**src/rtl/sdram_dq_pkg.sv**
```systemverilog
// Shared types for the SDRAM DQ burst sequencer: FSM states, rate-mode encoding,
// and the sizing helper for the shared beat counter.
package sdram_dq_pkg;

  typedef enum logic [2:0] {
    ST_IDLE,
    ST_WR_PRE,
    ST_WR_DATA,
    ST_WR_POST,
    ST_RD_WAIT,
    ST_RD_DATA
  } state_t;

  typedef enum logic {
    MODE_DDR = 1'b0,
    MODE_SDR = 1'b1
  } rate_mode_t;

  // Bits needed to hold a down-count that starts at max_beats-1.
  function automatic int beat_cnt_w(input int max_beats);
    return (max_beats > 2) ? $clog2(max_beats) : 1;
  endfunction

endpackage

```
**src/rtl/sdram_dq_beat_cnt.sv**
```systemverilog
// Loadable down-counter shared by the wait and data phases; load takes effect next cycle,
// count stops at zero and tc is high while the count is zero. No backpressure.
module sdram_dq_beat_cnt #(
  parameter int CW = 2
) (
  input  logic          clk,
  input  logic          reset_l,
  input  logic          load,
  input  logic [CW-1:0] load_val,
  output logic          tc
);

  logic [CW-1:0] count;

  always_ff @(posedge clk) begin
    if (!reset_l) begin
      count <= '0;
    end else if (load) begin
      count <= load_val;
    end else if (count != '0) begin
      count <= count - CW'(1);
    end
  end

  assign tc = (count == '0);

endmodule

```
**src/rtl/sdram_dq_seq.sv**
```systemverilog
// Per-burst DQ pad sequencer: write preamble/data/postamble, read CAS wait and capture.
// Outputs registered except cmd_ready/wr_data_ready; optional rd_par via SDRAM_DQ_RD_PARITY_EN.
module sdram_dq_seq
  import sdram_dq_pkg::*;
#(
  parameter int W        = 32,
  parameter int CAS_LAT  = 2,
  parameter int BURST    = 4,
  parameter int FF_DEPTH = 4
) (
  input  logic                        clk,
  input  logic                        reset_l,
  input  logic                        cmd_valid,
  input  logic                        cmd_write,
  output logic                        cmd_ready,
  input  logic                        single_rate,
  input  logic [W-1:0]                wr_data,
  input  logic                        wr_data_valid,
  output logic                        wr_data_ready,
  output logic [W-1:0]                dq_out,
  output logic                        dq_outen,
  input  logic [2*W-1:0]              dq_in,
  output logic                        upper_word_enb,
  output logic [$clog2(FF_DEPTH)-1:0] inff_sel,
  output logic [2*W-1:0]              rd_data,
  output logic                        rd_valid,
  output logic                        wr_underrun
`ifdef SDRAM_DQ_RD_PARITY_EN
  ,
  output logic [2*W/8-1:0]            rd_par
`endif
);

  localparam int CW = beat_cnt_w((BURST > CAS_LAT) ? BURST : CAS_LAT);
  localparam int SW = $clog2(FF_DEPTH);
  localparam logic [CW-1:0] CAS_LD   = CW'(CAS_LAT - 1);
  localparam logic [CW-1:0] BURST_LD = CW'(BURST - 1);
  localparam logic [CW-1:0] HALF_LD  = CW'(BURST / 2 - 1);
  localparam logic [SW-1:0] SEL_LAST = SW'(FF_DEPTH - 1);

  state_t          state, state_nxt;
  rate_mode_t      mode;
  logic            cnt_load;
  logic [CW-1:0]   cnt_val;
  logic            cnt_tc;
  logic [2*W-1:0]  rd_cap;

  sdram_dq_beat_cnt #(.CW(CW)) u_beat_cnt (
    .clk      (clk),
    .reset_l  (reset_l),
    .load     (cnt_load),
    .load_val (cnt_val),
    .tc       (cnt_tc)
  );

  always_ff @(posedge clk) begin
    if (!reset_l) begin
      state <= ST_IDLE;
    end else begin
      state <= state_nxt;
    end
  end

  always_comb begin
    state_nxt = state;
    cnt_load  = 1'b0;
    cnt_val   = '0;
    case (state)
      ST_IDLE: begin
        if (cmd_valid) begin
          if (cmd_write) begin
            state_nxt = ST_WR_PRE;
          end else begin
            state_nxt = ST_RD_WAIT;
            cnt_load  = 1'b1;
            cnt_val   = CAS_LD;
          end
        end
      end
      ST_WR_PRE: begin
        state_nxt = ST_WR_DATA;
        cnt_load  = 1'b1;
        cnt_val   = BURST_LD;
      end
      ST_WR_DATA: if (cnt_tc) state_nxt = ST_WR_POST;
      ST_WR_POST: state_nxt = ST_IDLE;
      ST_RD_WAIT: begin
        if (cnt_tc) begin
          state_nxt = ST_RD_DATA;
          cnt_load  = 1'b1;
          cnt_val   = (mode == MODE_SDR) ? BURST_LD : HALF_LD;
        end
      end
      ST_RD_DATA: if (cnt_tc) state_nxt = ST_IDLE;
      default:    state_nxt = ST_IDLE;
    endcase
  end

  assign cmd_ready     = (state == ST_IDLE);
  // The last WR_DATA cycle only holds the final word, so it consumes nothing.
  assign wr_data_ready = (state == ST_WR_PRE) || ((state == ST_WR_DATA) && !cnt_tc);

  assign rd_cap = (mode == MODE_SDR) ? {{W{1'b0}}, dq_in[W-1:0]} : dq_in;

  always_ff @(posedge clk) begin
    if (!reset_l) begin
      mode           <= MODE_DDR;
      dq_out         <= '0;
      dq_outen       <= 1'b0;
      rd_data        <= '0;
      rd_valid       <= 1'b0;
      wr_underrun    <= 1'b0;
      inff_sel       <= '0;
      upper_word_enb <= 1'b0;
    end else begin
      rd_valid <= 1'b0;
      case (state)
        ST_IDLE: begin
          if (cmd_valid) begin
            mode <= single_rate ? MODE_SDR : MODE_DDR;
            if (cmd_write) begin
              dq_outen <= 1'b1;
              dq_out   <= '0;
            end else begin
              upper_word_enb <= !single_rate;
            end
          end
        end
        ST_WR_PRE, ST_WR_DATA: begin
          if (wr_data_ready) begin
            dq_out <= wr_data_valid ? wr_data : '0;
            if (!wr_data_valid) wr_underrun <= 1'b1;
          end
        end
        ST_WR_POST: begin
          dq_outen <= 1'b0;
          dq_out   <= '0;
        end
        ST_RD_DATA: begin
          rd_valid <= 1'b1;
          rd_data  <= rd_cap;
          inff_sel <= (inff_sel == SEL_LAST) ? '0 : inff_sel + SW'(1);
          if (cnt_tc) upper_word_enb <= 1'b0;
        end
        default: ;
      endcase
    end
  end

`ifdef SDRAM_DQ_RD_PARITY_EN
  logic [2*W/8-1:0] rd_par_nxt;

  always_comb begin
    rd_par_nxt = '0;
    for (int b = 0; b < 2*W/8; b++) begin
      rd_par_nxt[b] = ^rd_cap[b*8 +: 8];
    end
  end

  always_ff @(posedge clk) begin
    if (!reset_l) begin
      rd_par <= '0;
    end else if (state == ST_RD_DATA) begin
      rd_par <= rd_par_nxt;
    end
  end
`endif

endmodule

```
**config.mk**
```make
export PLATFORM = sky130hd
export DESIGN_NAME = sdram_dq_seq
export DESIGN_NICKNAME = d
export VERILOG_FILES = /design/src/rtl/sdram_dq_pkg.sv /design/src/rtl/sdram_dq_beat_cnt.sv /design/src/rtl/sdram_dq_seq.sv
export SDC_FILE = /design/constraint.sdc
export NUM_CORES = 1
export LEC_CHECK = 0
export BUFFER_PORTS_ARGS = -buffer_cell sky130_fd_sc_hd__buf_2
export CORE_MARGIN = 4
export CORE_UTILIZATION = 35
export DETAILED_ROUTE_END_ITERATION = 12
export GPL_ROUTABILITY_DRIVEN = 0
export RECOVER_POWER = 50
export SYNTH_ARGS = -nofsm -noshare
export SYNTH_HDL_FRONTEND = slang
export SYNTH_SLANG_ARGS = --single-unit
```
**constraint.sdc**
```tcl
create_clock -name clk -period 2.9 [get_ports clk]
set_input_delay 0.145 -clock clk [delete_from_list [all_inputs] [get_ports clk]]
set_output_delay 0.145 -clock clk [all_outputs]
set_load 0.005 [all_outputs]
```
Word-level counts from Yosys, hierarchy flattened
Index checks and enable logic that the tools add are counted.
Widths: inputs -> output; s select.
{ "word_totals": {"elab_cells": 77, "input_bits": 102, "out_inout_bits": 104, "register_bits": 108} }
{ "op_classes": {"bitwise": 1, "muxes": 33, "reduce_logical": 18, "eq_ne": 13, "addsub": 2} }
{ "op_table": {"columns": ["op", "count"], "rows": [
  ["$mux 32", 4],
  ["$pmux 32 s3", 1],
  ["$mux 64", 1],
  ["$mux 3", 5],
  ["$pmux 3 s5", 1],
  ["$ne 2x2->1 const B", 7],
  ["$mux 1", 12],
  ["$reduce_and 4->1", 3],
  ["$mux 2", 5],
  ["$reduce_bool 2->1", 4],
  ["$eq 3x2->1 const B", 2],
  ["$eq 3x3->1 const B", 2],
  ["$pmux 2 s3", 1],
  ["$reduce_and 3->1", 2],
  ["$pmux 1 s2", 2],
  ["$eq 3x1->1 const B", 1],
  ["$logic_not 3->1", 1],
  ["$pmux 1 s3", 1],
  ["$reduce_bool 3->1", 1],
  ["$add 2x1->2 const B", 1],
  ["$eq 2x2->1 const B", 1],
  ["$logic_not 1->1", 2],
  ["$logic_not 2->1", 1],
  ["$reduce_and 2->1", 1],
  ["other kinds (5)", 5]
]} }

Logic depth before layout (Yosys ltp)
{ "depth": {"word_depth": 6, "depth_mapped": 7, "ltp_nobuf": 5} }

Cells and area by module
A second synthesis with hierarchy kept.
{ "hier_totals": {"hier_cells": 436, "hier_area_um2": 4013.8} }
{ "by_module_without_submodules": {"columns": ["module", "instances", "area_per_inst_um2", "cells_each", "seq_area_each_um2"], "rows": [
  ["sdram_dq_seq", 1, 3890.0, 423, 2122.0],
  ["sdram_dq_beat_cnt", 1, 123.9, 13, 40.0]
]} }

Worst setup path before layout
Ideal clock, no wire load.
{ "synth_timing": {"kind": "reg-to-reg", "startpoint": "reg u_beat_cnt.count[0]", "endpoint": "reg dq_out[0]", "path_buffers": 2, "t_arrival_ns": 1.419, "required_time_ns": 2.828, "setup_slack_ns": 1.409, "setup_time_ns": 0.072, "period_less_slack_ns": 1.491, "path_stages_with_launch": 8, "cell_sequence": "dfxtp_1 -> inv_1 -> ha_1 -> buf_4 -> nor2b_1 -> o31ai_4 -> buf_6 -> mux2i_1"} }
{ "synth_via": {"elab_chain_cells": 6} }
{ "synth_lines": {"columns": ["element", "line_no", "source"], "rows": [
  ["from (decl)", "sdram_dq_beat_cnt.sv:13", "logic [CW-1:0] count;"],
  ["from (signal assigned)", "sdram_dq_beat_cnt.sv:19", "count <= load_val;"],
  ["from (signal assigned)", "sdram_dq_beat_cnt.sv:21", "count <= count - CW'(1);"],
  ["$logic_not 2->1", "sdram_dq_beat_cnt.sv:25", "assign tc = (count == '0);"],
  ["$logic_not 1->1", "sdram_dq_seq.sv:101", "assign wr_data_ready = (state == ST_WR_PRE) || ((state == ST_WR_DATA) && !cnt_tc);"],
  ["$logic_and 1x1->1", "sdram_dq_seq.sv:101", null],
  ["$logic_or 1x1->1", "sdram_dq_seq.sv:101", null],
  ["$ne 2x2->1 (no line)", null, null],
  ["$reduce_and 4->1 (no line)", null, null],
  ["to (signal assigned)", "sdram_dq_seq.sv:131", "dq_out <= wr_data_valid ? wr_data : '0;"],
  ["to (decl)", "sdram_dq_seq.sv:20", "output logic [W-1:0] dq_out,"]
]} }
Every way passes these cells.
A chain may end at the register's enable or synchronous reset.

Final worst setup path
{ "layout_timing": {"startpoint": "reg state[0]", "endpoint": "reg rd_data[55]"} }
{ "layout_via": {"elab_chain_cells": 1} }
{ "layout_lines": {"columns": ["element", "line_no", "source"], "rows": [
  ["from (decl)", "sdram_dq_seq.sv:41", "state_t state, state_nxt;"],
  ["from (signal assigned)", "sdram_dq_seq.sv:60", "state <= state_nxt;"],
  ["$eq 3x3->1", "sdram_dq_seq.sv:117", "case (state)"],
  ["to (signal assigned)", "sdram_dq_seq.sv:141", "rd_data <= rd_cap;"],
  ["to (decl)", "sdram_dq_seq.sv:25", "output logic [2*W-1:0] rd_data,"]
]} }
Every way passes these cells.

==> impl_metrics.ini <==
[status]
status = finished, final reports clean

[synthesis]
synth_top_area_frac = 0.523
syn_area_um2 = 4130
yosys_register_bits = 108
syn_avg_cell_area_um2 = 9.52
synth_top_area_cell = dfxtp_1
syn_nets = 538
synth_area_leaders = dfxtp_1 (52%), nand2_1 (9.4%), mux2i_1 (8.0%), a22o_1 (6.8%), nand4_1 (5.0%)
synth_cells = 434
yosys_warnings = 0
yosysSeqAreaShare = 0.523
yosysUniqueCellTypes = 41

[clocking]
worstSkewPairLatency_ns = 0.34
postCtsSetupRepairBufs = 0
cts_root_buf = clkbuf_16
path_clk_slew_ns = 0.07
cts_tree = built
ctsHtreeMaxLevel = 3
cts_buffer_depth = 2
clock_sinks = 108
cts_made_buffers = 9
cts.repair.resized = 0

[final_layout]
drive_gt1_frac = 0.255
layout_commonest_cell = buf_2
layout_common_cells = buf_2 (132), dfxtp_1 (108), nand2_1 (103)
n_fill_cell = 1129
diodes = 0
register_area_um2 = 2160
synthToLayoutAreaGrowth_pct = 33.0
utilization = 0.479
nNetsFinal = 731
multi_input_area_um2 = 1740

[power]
ir_drop_v = 0.000538
power.leakage_nw = 2.34
powerDensity_nw_per_um2 = 657

[routing]
postRouteAntennaNets = 0
vias_per_cell = 4.95
drtPass1Iterations = 4
post_drt_wl_per_cell_um = 14.9
vias = 3833
routed_wl_um = 11500
drt_iter0_drc = 185
remaining_drc_errors = 0

[critical_path]
crit_path_max_incr_delay_ns = 0.95
cp-start-kind = flip-flop
crit_path_top_delay_cell = nor2_2
cp_max_fo = 32
crit_required_ns = 3.18
cp_num_buf_inv = 0
end_kind = flip-flop
cp_top_family = simple AND/OR/NAND/NOR gates
rrSetupSlack_ns = 0.75
crit_chain = and3b_1 -> nor2_2 -> a22o_1
critPathKind = flip-flop to flip-flop
worst_ep_arrival_time_ns = 2.44

[die]
rows = 39
io_pins = 206
die-area_um2 = 13600
fp.dieW_um = 117
initial_core_util = 0.360
die-height_um = 117
core_um2 = 11500

[global_route]
antenna_found_initial = 0
grt_pass1_vias = 3661
grt.total_usage = 0.164
overflow = 0
grt_pass1_wl_um = 17700
grt_max_degree = 37

[sta]
whs_ns = 0.0155
finalClockSkew_ns = 0.00652
finalHoldViolCount = 0
worst_slew_pin_slew_ns = 1.27
min_period_ns = 2.15
fin_crit_sh = 0.743
fmax_mhz = 464
setup_viol_count_final = 0
drv_slew = 0
rsz0062_at_grt = false
slew_headroom = 0.154
tns_ns = 0

[worst_hold_path]
hp-class = primary input to flip-flop

[placed_design]
port_buffers = 205
dp_hpwl_um = 8080

[flow_run]
maxCapViolCount = 0
-- routing by layer --
| layer | vias to the layer above | global-route usage | wire (um) |
|---|---|---|---|
| li1 | 1901 | - | - |
| met1 | 1764 | 0.188 | 4670 |
| met2 | 146 | 0.276 | 5570 |
| met3 | 22 | 0.0591 | 999 |
| met4 | 0 | 0.0703 | 284 |
| met5 | - | 0 | 0 |
-- synth_stat cells, drive strengths merged --
cell     instances
and2             1
mux2i           33
inv              5
nand3b           1
a21boi           1
o32ai            1
and3             1
nor2b            2
nand2b           4
a21oi           39
a311oi           1
ha               2
xor2             2
nand4           33
a22o            32
a211oi           1
nand2          103
a2bb2oi          2
o21a             3
nor4bb           1
o31ai            1
xnor2            1
or3b             1
nor3             2
nor2             5
and3b            2
a221oi           1
o21ai            2
nand3            1
or3              2
or4b             1
dfxtp          108
clkbuf          17
buf             22
-- report_power, final --
group | total [mW] | switching (mW) | leakage [nW] | internal (mW)
registers | 1.63 | 0.0738 | 0.872 | 1.56
clock network | 1.30 | 0.520 | 0.153 | 0.779
logic | 0.680 | 0.386 | 1.32 | 0.295
-- registers in the layout, indices dropped and copies added, names as in the netlist --
| register | flops |
|---|---|
| rd_data | 64 |
| rd_valid | 1 |
| upper_word_enb | 1 |
| mode | 1 |
| dq_outen | 1 |
| inff_sel | 2 |
| u_beat_cnt.count | 2 |
| wr_underrun | 1 |
| dq_out | 32 |
| state | 3 |
-- per-stage QoR --
step                      setup WS (ns)  instance area [um^2]  std cells  total power, mW
after floorplan                    1.41                  4130        434             2.15
after global placement            0.883                  5190        751             2.33
after detailed placement          0.751                  5190        751             2.35
after CTS                         0.728                  5590        775             3.67
after global routing              0.567                  5490        775             3.81
final                             0.745                  5490        775             3.61
-- cell type report --
| class | instances | area share |
|---|---|---|
| clock buffers | 12 | 0.0449 |
| clock inverters | 4 | 0.0132 |
| inverters | 5 | 0.00342 |
| multi-input cells | 282 | 0.317 |
| flip-flops and latches | 108 | 0.394 |
| well taps | 143 | 0.0326 |
| repair buffers | 221 | 0.196 |
-- worst reg2reg max path: stages (launching register included) --
cell and delay, ns:
dfxtp_1 0.54, and3b_1 0.31, nor2_2 0.95, a22o_1 0.30
-- cell families (layout without fill, tap and decap cells) --
kind of cell / count (synthesis) / count (layout) / synth area share
AO/OA/AOI/OAI: 84 / 84 / 0.142
XOR/XNOR: 3 / 3 / 0.00818
adder cells (fa/ha/maj): 2 / 2 / 0.00606
buffers and inverters: 44 / 242 / 0.0573
flip-flops: 108 / 108 / 0.523
multiplexers: 33 / 33 / 0.0800
AND/OR/NAND/NOR: 160 / 160 / 0.183
-- timing repair --
item / CTS / global route
hold buffers: 8 / 0
endpoints found under the hold margin: 8 / 0
endpoints found under the setup margin: 0 / 0
-- final timing paths --
check                      startpoint                  endpoint  depth (start not counted)
min reg2reg  rd_data[31]$_SDFFE_PN0P_  rd_data[31]$_SDFFE_PN0P_                          2
min                         dq_in[54]  rd_data[54]$_SDFFE_PN0P_                          2
max reg2reg     state[0]$_SDFFE_PN0P_  rd_data[55]$_SDFFE_PN0P_                          3
max             state[0]$_SDFFE_PN0P_  rd_data[55]$_SDFFE_PN0P_                          3
(Power assumes the default switching activity.)
